===== config.mk =====
export PLATFORM = sky130hd
export DESIGN_NAME = cover_toggle_detect
export DESIGN_NICKNAME = d
export VERILOG_FILES = /design/src/rtl/cover_toggle_pkg.sv /design/src/rtl/cover_toggle_bit.sv /design/src/rtl/cover_toggle_detect.sv
export SDC_FILE = /design/constraint.sdc
export NUM_CORES = 1
export LEC_CHECK = 0
export BUFFER_PORTS_ARGS = -buffer_cell sky130_fd_sc_hd__buf_2
export CAP_MARGIN = 20
export CORE_AREA = 2 2 96 89
export CTS_CLUSTER_DIAMETER = 40
export DETAILED_ROUTE_END_ITERATION = 8
export DIE_AREA = 0 0 98 91
export GPL_TIMING_DRIVEN = 0
export PLACE_DENSITY = 0.69
export SLEW_MARGIN = 20
export SYNTH_ARGS = -nofsm -noshare
export SYNTH_HDL_FRONTEND = slang
export SYNTH_HIERARCHICAL = 1
export SYNTH_SLANG_ARGS = --single-unit

===== constraint.sdc =====
create_clock -name clock -period 4.3 [get_ports clock]
set_input_delay 0.86 -clock clock [delete_from_list [all_inputs] [get_ports clock]]
set_output_delay 0.86 -clock clock [all_outputs]
set_load 0.005 [all_outputs]

===== src/rtl/cover_toggle_pkg.sv =====
// Shared types and helpers for the toggle-coverage detector.
// Holds the per-bit tracker state encoding and a saturating adder.
package cover_toggle_pkg;

  typedef enum logic [1:0] {
    IDLE = 2'd0,
    ROSE = 2'd1,
    FELL = 2'd2,
    DONE = 2'd3
  } bit_state_e;

  localparam int unsigned SatW = 32;

  // Counters up to SatW bits wide share this adder; callers pass their own ceiling.
  function automatic logic [SatW-1:0] satAdd(input logic [SatW-1:0] a,
                                              input logic [SatW-1:0] b,
                                              input logic [SatW-1:0] limit);
    logic [SatW:0] sum;
    sum = {1'b0, a} + {1'b0, b};
    if (sum > {1'b0, limit}) begin
      return limit;
    end
    return sum[SatW-1:0];
  endfunction

endpackage


===== src/rtl/cover_toggle_bit.sv =====
// Single-bit toggle tracker: fires once both a rise and a fall have been seen.
// With REPORT_ONCE the bit parks in DONE until cleared, otherwise it re-arms.
module cover_toggle_bit
  import cover_toggle_pkg::*;
#(
  parameter bit REPORT_ONCE = 1'b1
) (
  input  logic clock,
  input  logic reset,
  input  logic rise,
  input  logic fall,
  input  logic clear,
  output logic fire
);

  bit_state_e state_q;
  bit_state_e state_d;

  always_ff @(posedge clock or posedge reset) begin
    if (reset) begin
      state_q <= IDLE;
    end else begin
      state_q <= state_d;
    end
  end

  always_comb begin
    state_d = state_q;
    if (clear) begin
      state_d = IDLE;
    end else begin
      unique case (state_q)
        IDLE: begin
          if (rise) begin
            state_d = ROSE;
          end else if (fall) begin
            state_d = FELL;
          end
        end
        ROSE: begin
          if (fall) begin
            state_d = REPORT_ONCE ? DONE : IDLE;
          end
        end
        FELL: begin
          if (rise) begin
            state_d = REPORT_ONCE ? DONE : IDLE;
          end
        end
        DONE: begin
          state_d = REPORT_ONCE ? DONE : IDLE;
        end
        default: state_d = IDLE;
      endcase
    end
  end

  // A completing edge that coincides with clear is dropped.
  always_comb begin
    fire = 1'b0;
    if (!clear) begin
      fire = ((state_q == ROSE) && fall) || ((state_q == FELL) && rise);
    end
  end

endmodule


===== src/rtl/cover_toggle_detect.sv =====
// Toggle-coverage feeder: per-bit full-toggle pulses plus sticky hit map,
// saturating hit counter and an all-hit flag for coverage closure.
module cover_toggle_detect
  import cover_toggle_pkg::*;
#(
  parameter int unsigned WIDTH       = 9,
  parameter bit          REPORT_ONCE = 1'b1,
  parameter int unsigned CNT_W       = 16
) (
  input  logic             clock,
  input  logic             reset,
  input  logic [WIDTH-1:0] sig,
  input  logic             enable,
  input  logic             clear,
  output logic [WIDTH-1:0] valid,
  output logic [WIDTH-1:0] hit_map,
  output logic [CNT_W-1:0] hit_count,
  output logic             all_hit
);

  localparam logic [SatW-1:0] CntMax = {SatW{1'b1}} >> (SatW - CNT_W);

  logic [WIDTH-1:0] prev_q;
  logic             armed_q;
  logic [WIDTH-1:0] valid_q;
  logic [WIDTH-1:0] valid_d;
  logic [WIDTH-1:0] hitMap_q;
  logic [WIDTH-1:0] hitMap_d;
  logic [CNT_W-1:0] hitCount_q;
  logic [CNT_W-1:0] hitCount_d;

  logic             edgeGate;
  logic [WIDTH-1:0] rise;
  logic [WIDTH-1:0] fall;
  logic [WIDTH-1:0] fire;
  logic [SatW-1:0]  fireCount;

  // The first cycle after reset only captures sig, so a level held high
  // through reset release is never mistaken for a rising edge.
  always_ff @(posedge clock or posedge reset) begin
    if (reset) begin
      prev_q  <= '0;
      armed_q <= 1'b0;
    end else begin
      prev_q  <= sig;
      armed_q <= 1'b1;
    end
  end

  assign edgeGate = armed_q & enable;
  assign rise     = {WIDTH{edgeGate}} & ~prev_q & sig;
  assign fall     = {WIDTH{edgeGate}} & prev_q & ~sig;

  for (genvar i = 0; i < WIDTH; i++) begin : g_bit
    cover_toggle_bit #(
      .REPORT_ONCE(REPORT_ONCE)
    ) u_bit (
      .clock(clock),
      .reset(reset),
      .rise (rise[i]),
      .fall (fall[i]),
      .clear(clear),
      .fire (fire[i])
    );
  end

  always_comb begin
    fireCount = '0;
    for (int i = 0; i < WIDTH; i++) begin
      fireCount = fireCount + SatW'(fire[i]);
    end
  end

  always_comb begin
    valid_d    = '0;
    hitMap_d   = '0;
    hitCount_d = '0;
    if (!clear) begin
      valid_d    = fire;
      hitMap_d   = hitMap_q | fire;
      hitCount_d = CNT_W'(satAdd(SatW'(hitCount_q), fireCount, CntMax));
    end
  end

  always_ff @(posedge clock or posedge reset) begin
    if (reset) begin
      valid_q    <= '0;
      hitMap_q   <= '0;
      hitCount_q <= '0;
    end else begin
      valid_q    <= valid_d;
      hitMap_q   <= hitMap_d;
      hitCount_q <= hitCount_d;
    end
  end

  assign valid     = valid_q;
  assign hit_map   = hitMap_q;
  assign hit_count = hitCount_q;
  assign all_hit   = &hitMap_q;

endmodule


# Word-level counts from Yosys, hierarchy flattened
# Index checks and enable logic that the tools add are counted.
[op_classes]
n_addsub = 9
n_lt_le_gt_ge = 1
n_eq_ne = 54
muxes = 70
n_bitwise = 8
reduce_logical = 46
[op_table]
columns = ["op", "count"]
rows = [
  ["two-way mux 2 bit", 45],
  ["one-hot mux 2 bit (4 select lines)", 9],
  ["!= test 3 bit (second input constant)", 18],
  ["two-way mux 16 bit", 3],
  ["bitwise AND 9 bit", 4],
  ["equality test 2 bit (second input constant)", 18],
  ["!= test 4 bit (second input constant)", 9],
  ["AND reduction 3 bit", 9],
  ["equality test 2 x 1 -> 1 bit (second input constant)", 9],
  ["logical AND 1 bit", 18],
  ["logical NOT 2 bit", 9],
  ["two-way mux 9 bit", 2],
  ["NOT 9 bit", 2],
  ["adder 16 x 9 -> 17 bit", 1],
  ["> comparator 17 x 16 -> 1 bit (second input constant)", 1],
  ["two-way mux 1 bit", 11],
  ["adder 8 x 1 -> 9 bit", 1],
  ["logical OR 1 bit", 9],
  ["OR 9 bit", 1],
  ["AND reduction 9 bit", 1],
  ["adder 7 x 1 -> 8 bit", 1],
  ["adder 6 x 1 -> 7 bit", 1],
  ["adder 5 x 1 -> 6 bit", 1],
  ["adder 4 x 1 -> 5 bit", 1],
  ["other kinds (4)", 4],
]
[totals]
ff_bits = 62
inputBits = 13
wordCells = 202

# Depth between registers and ports, before layout
[depth]
depth_word = 20
depth_mapped = 17
depth_no_buf = 16

# Hierarchy
# Netlist, hierarchy kept.
[modules_own_cells]
columns = ["mod", "instances", "cells_per_inst", "area_per_inst_um2"]
rows = [
  ["cover_toggle_detect", 1, 194, 2160.8],
  ["cover_toggle_bit", 9, 11, 101.3],
]

# Worst setup path after synthesis
# No wires, ideal clock.
[synth_path]
path_kind = "in2reg"
start = "in enable"
end = "reg hitCount_q[13], in the netlist hit_count[13]"
arrival_time_ps = 4571
t_required_ps = 4218
path_slack_ps = -353
stages = 17
path_buffers = 1
path_cell_list = "nand2_1 -> clkbuf_1 -> nor3b_1 -> nand3b_1 -> a21oi_1 -> fa_1 -> inv_1 -> fa_1 -> fa_1 -> inv_1 -> ha_1 -> inv_1 -> fa_1 -> nand2b_1 -> a21oi_4 -> nand3_2 -> a31oi_1"
[synth_via]
elab_chain_cells = 20
elab_cells_between_ends = 55
[synth_lines]
columns = ["element", "line", "text"]
rows = [
  ["from (decl)", "cover_toggle_detect.sv:13", "input logic enable,"],
  ["bitwise AND 1 bit (*)", "cover_toggle_detect.sv:50", "assign edgeGate = armed_q & enable;"],
  ["bitwise AND 9 bit (*) (2 in series)", "cover_toggle_detect.sv:52", "assign fall = {WIDTH{edgeGate}} & prev_q & ~sig;"],
  ["named net fall[0]", "cover_toggle_detect.sv:34", "logic [WIDTH-1:0] fall;"],
  ["logical AND 1 bit (*)", "cover_toggle_bit.sv:62", "fire = ((state_q == ROSE) && fall) || ((state_q == FELL) && rise);"],
  ["logical OR 1 bit (*)", "cover_toggle_bit.sv:62", ""],
  ["two-way mux 1 bit (*)", "cover_toggle_bit.sv:61", "if (!clear) begin"],
  ["named net fire[0]", "cover_toggle_detect.sv:35", "logic [WIDTH-1:0] fire;"],
  ["adder 1 x 1 -> 2 bit (*)", "cover_toggle_detect.sv:70", "fireCount = fireCount + SatW'(fire[i]);"],
  ["(+6 left out)", "n/a", ""],
  ["adder 8 x 1 -> 9 bit (*)", "cover_toggle_detect.sv:70", ""],
  ["adder 16 x 9 -> 17 bit (*)", "cover_toggle_pkg.sv:19", "sum = {1'b0, a} + {1'b0, b};"],
  ["> comparator 17 x 16 -> 1 bit", "cover_toggle_pkg.sv:20", "if (sum > {1'b0, limit}) begin"],
  ["two-way mux 1 bit", "cover_toggle_pkg.sv:20", ""],
  ["two-way mux 1 bit", "cover_toggle_detect.sv:78", "if (!clear) begin"],
  ["two-way mux 16 bit (*)", "cover_toggle_pkg.sv:23", "return sum[SatW-1:0];"],
  ["two-way mux 16 bit (*)", "cover_toggle_detect.sv:78", ""],
  ["named net hitCount_d[13]", "cover_toggle_detect.sv:30", "logic [CNT_W-1:0] hitCount_d;"],
  ["to (signal assigned)", "cover_toggle_detect.sv:93", "hitCount_q <= hitCount_d;"],
  ["to (decl)", "cover_toggle_detect.sv:29", "logic [CNT_W-1:0] hitCount_q;"],
]
# Mark *: on every way through the listed nets, which the timed path passes. The rest lies on a longest branch. The select of a mux whose other input is x is not followed.
# A chain may end at the register's enable or synchronous reset.

# Final worst setup path
[layout_path]
start = "in enable"
end = "reg hitCount_q[9], in the netlist hit_count[9]"
[layout_via]
elab_cells_between_ends = 55
[layout_rtl]
columns = ["element", "line"]
rows = [
  ["bitwise AND 1 bit (*)", "cover_toggle_detect.sv:50"],
  ["bitwise AND 9 bit (*) (2 in series)", "cover_toggle_detect.sv:52"],
  ["named net fall[2]", "cover_toggle_detect.sv:34"],
  ["logical AND 1 bit (*)", "cover_toggle_bit.sv:62"],
  ["logical OR 1 bit (*)", "cover_toggle_bit.sv:62"],
  ["two-way mux 1 bit (*)", "cover_toggle_bit.sv:61"],
  ["named net fire[2]", "cover_toggle_detect.sv:35"],
  ["adder 2 x 1 -> 3 bit (*)", "cover_toggle_detect.sv:70"],
  ["(+5 left out)", "n/a"],
  ["adder 8 x 1 -> 9 bit (*)", "cover_toggle_detect.sv:70"],
  ["adder 16 x 9 -> 17 bit (*)", "cover_toggle_pkg.sv:19"],
  ["> comparator 17 x 16 -> 1 bit", "cover_toggle_pkg.sv:20"],
  ["two-way mux 1 bit", "cover_toggle_pkg.sv:20"],
  ["two-way mux 1 bit", "cover_toggle_detect.sv:78"],
  ["two-way mux 16 bit (*)", "cover_toggle_pkg.sv:23"],
  ["two-way mux 16 bit (*)", "cover_toggle_detect.sv:78"],
  ["named net hitCount_d[9]", "cover_toggle_detect.sv:30"],
]
# Marks and branches as above.

==> reports/results.ini <==
[route]
top_layer = met4
drt-pass1-iter-count = 4
drc = 0
wl_per_cell_um = 15.7
drtIter0Drc = 103
wl_met2_um = 3560
detail-route-antenna-nets = 0
wl_met3_um = 272
drt-met1-wl_um = 3400
drt-total-wl_um = 7390
viasPerCell = 5.15
vias = 2433

[clock_network]
numCtsBuffers = 9
clock_sinks = 62
clockRootBuffer = clkbuf_8
clk_transition_reported_paths_ns = 0.07
ctsLongestPathBuffers = 2
cts_tree = built
clock_latency_ns = 0.35
ctsHoldBuffers = 0
ctsHtreeMaxLevel = 3

[sta]
slew_headroom_pct = 54.6
worst_slew_pin_slew_ns = 0.682
fmax_ghz = 0.232
grt_setup_unrepaired = yes
slew_viol_final = 0
post-route-period-util_pct = 100
period_minus_slack_ns = 4.30
hold_viol = 0
setup_viol = 2
fin_ws_ns = -0.00351
skew_ns = 0.0113
hold_ws_ns = 0.472

[power_and_ir_drop]
switching_power_w = 0.000280
power.density_mw_per_mm2 = 308
power.share.clock_pct = 45.6
swShare_pct = 22.2
p_int_w = 0.000982
seq_power_share_pct = 47.8
comb_power_share_pct = 6.6
p_leak_nw = 1.86
max-vdd-ir-drop_v = 0.000124

[outcome]
status = finished, violations left
violations = setup timing

[synthesis]
synthFlopType = dfrtp_1
syn_inst = 293
netlist_top_cells_area = dfrtp_1 50%, nor2_1 7.3%, nand3b_1 4.4%
synthesis.nets = 318
synth_mux_area_share_pct = 0
synth_edf_count = 0
ys_types = 42
synth_top_family_by_area = simple AND/OR/NAND/NOR gates
ys.warnings.count = 6
synth_area_leader_cell = dfrtp_1
avgSynthCellArea_um2 = 10.5
synth_xor_area_share_pct = 1.71
synthSimpleGateAreaFrac_pct = 23.9
ys_ff_latch = 62
synthArstFlopShare_pct = 100
synth-compound-area-share_pct = 12.6
synth_seq_area_share_pct = 50.5
synth_fa_ha_area_share_pct = 6.35
netlist_area_mm2 = 0.00307
synth_top_area_share_pct = 50.5

[place]
placedInstanceArea_mm2 = 0.00356
dpl.cell_count = 440
port_buffers = 47
place_congestion = 0.787
pre_cts_slack_ns = -0.546
dp_hpwl_um = 4860

[floorplanning]
die_area_mm2 = 0.00892
die_y_um = 91
io_pins = 48
die_x_um = 98
row_count = 31
coreArea_mm2 = 0.00787
start_util_pct = 39.0

[critical_path]
cp_slowest_cell = fa_1
rrSetupSlack_ns = 0.13
path_cells = buf_8 > nand2_8 > clkbuf_16 > nor3b_4 > nand3b_1 > a21oi_2 > fa_1 > inv_2 > fa_1 > fa_1 > inv_2 > ha_4 > inv_2 > fa_2 > nand2b_4 > a21oi_4 > buf_12 > nand4b_1 > o31ai_1
crit_required_ns = 4.54
cp.arrival_ns = 4.55
slowest_delay_ns = 0.47
crit_path_end_kind = register
cp-start-kind = input port
crit_fanout = 7
crit_type = in -> reg

[finish]
area_delta_synth_final_pct = 33.6
drive_above_1_share_pct = 38.6
stdcell_area_mm2 = 0.00411
nets = 394
fin_cells = 472
insertedDiodeCount = 0

[global_route]
grt_pass1_wl_um = 12000
grt_pass1_vias = 2459
track_usage_pct = 17.1
grt_max_degree = 31
grt-ovfl-total = 0
antenna_found_initial = 0

[hold_path]
hp-class = in -> async

[run]
cap_violations = 0

[cell type report]
cell class	instances	area, um2
flip-flops and latches	62	1550
plain buffers	7	76.3
fillers	692	3770
inverters	25	93.8
clock buffers	12	155
repair buffers	64	408
multi-input cells	200	1630
well taps	99	124
clock inverters	3	67.6
[cell usage in the layout (no fill, tap or decap), types with 7 or more instances in the layout]
master,netlist,layout
dfrtp_1,62,62
nor2_1,60,60
buf_2,1,47
inv_1,25,20
nand3b_1,18,18
clkbuf_8,2,13
a21oi_2,0,12
buf_4,0,12
a211oi_2,9,10
nor2b_1,7,7
nor3b_2,0,7
[worst max-delay path: cells and delay by family]
kind / cells / cell delay, ns
AO/OA/AOI/OAI: 3 / 0.52
buffers and inverters: 6 / 0.58
adder cells (fa/ha/maj): 5 / 1.81
AND/OR/NAND/NOR: 5 / 0.75
[cell usage after synthesis (3+ instances only)]
library cell,count
ha_1,6
and3_2,4
a211oi_1,3
dfrtp_1,62
inv_1,25
nor3b_1,18
fa_1,6
nor2_1,60
nand3b_1,18
xnor2_1,4
nand2_1,4
a211oi_2,9
o31ai_1,5
a21oi_1,19
a31oi_1,7
and2_1,3
clkbuf_1,3
nor2b_1,7
[metrics by stage]
| step | TNS, ns | util, % | power (W) |
|---|---|---|---|
| floorplan | 0 | - | 0.000655 |
| global placement | -7.74 | 44.9 | 0.000681 |
| detailed placement | -7.75 | 45.2 | 0.000686 |
| CTS | -0.247 | 50.9 | 0.00127 |
| global route | -2.67 | 52.1 | 0.00131 |
| finish | -0.00393 | 52.1 | 0.00126 |
[logic make-up (layout without fill, tap and decap cells)]
logic type      after synthesis  in the layout
simple gates                130            131
buf+inv                      32            111
compound gates               50             50
flops                        62             62
xor+xnor                      6              6
fa+ha+maj                    12             12
other cells                   1              1
[layer usage]
layer  GRT usage, %  vias up
met5              0        -
met4           8.10        0
met3           3.77       15
met2           26.8       45
met1           22.7     1208
li1               -     1165
[power by group through the flow]
stage	registers [W]	logic, W	clock network (W)
3_5_place_dp	0.000614	0.0000724	0
2_1_floorplan	0.000612	0.0000433	0
6_report	0.000604	0.0000836	0.000575
3_3_place_gp	0.000613	0.0000678	0
5_1_grt	0.000605	0.0000931	0.000609
4_1_cts	0.000604	0.0000809	0.000588
[state kept, by name (all words and copies together), names as in the netlist]
name and count:
hit_map 9, armed_q 1, valid 9, g_bit.u_bit/state_q 18, hit_count 16, prev_q 9
[repair_timing]
action                                  4_1_cts  5_1_grt
resized for setup                            22       15
endpoints found under the setup margin       16       16
cloned                                        2        0
buffers inserted                              9        8
pin swaps                                    14       19
[path summary, 6_finish.rpt]
check                                            end  cells after the start       start
setup / recovery                        hit_count[9]                     19      enable
hold / removal             g_bit[5].u_bit/state_q[1]                      2       reset
setup reg to reg                        hit_count[9]                     18     armed_q
hold reg to reg                           hit_map[5]                      2  hit_map[5]
max in group asynchronous               hit_count[5]                      3       reset
min in group clock                        hit_map[5]                      2  hit_map[5]
No activity file was read; power rests on OpenSTA's default activity.
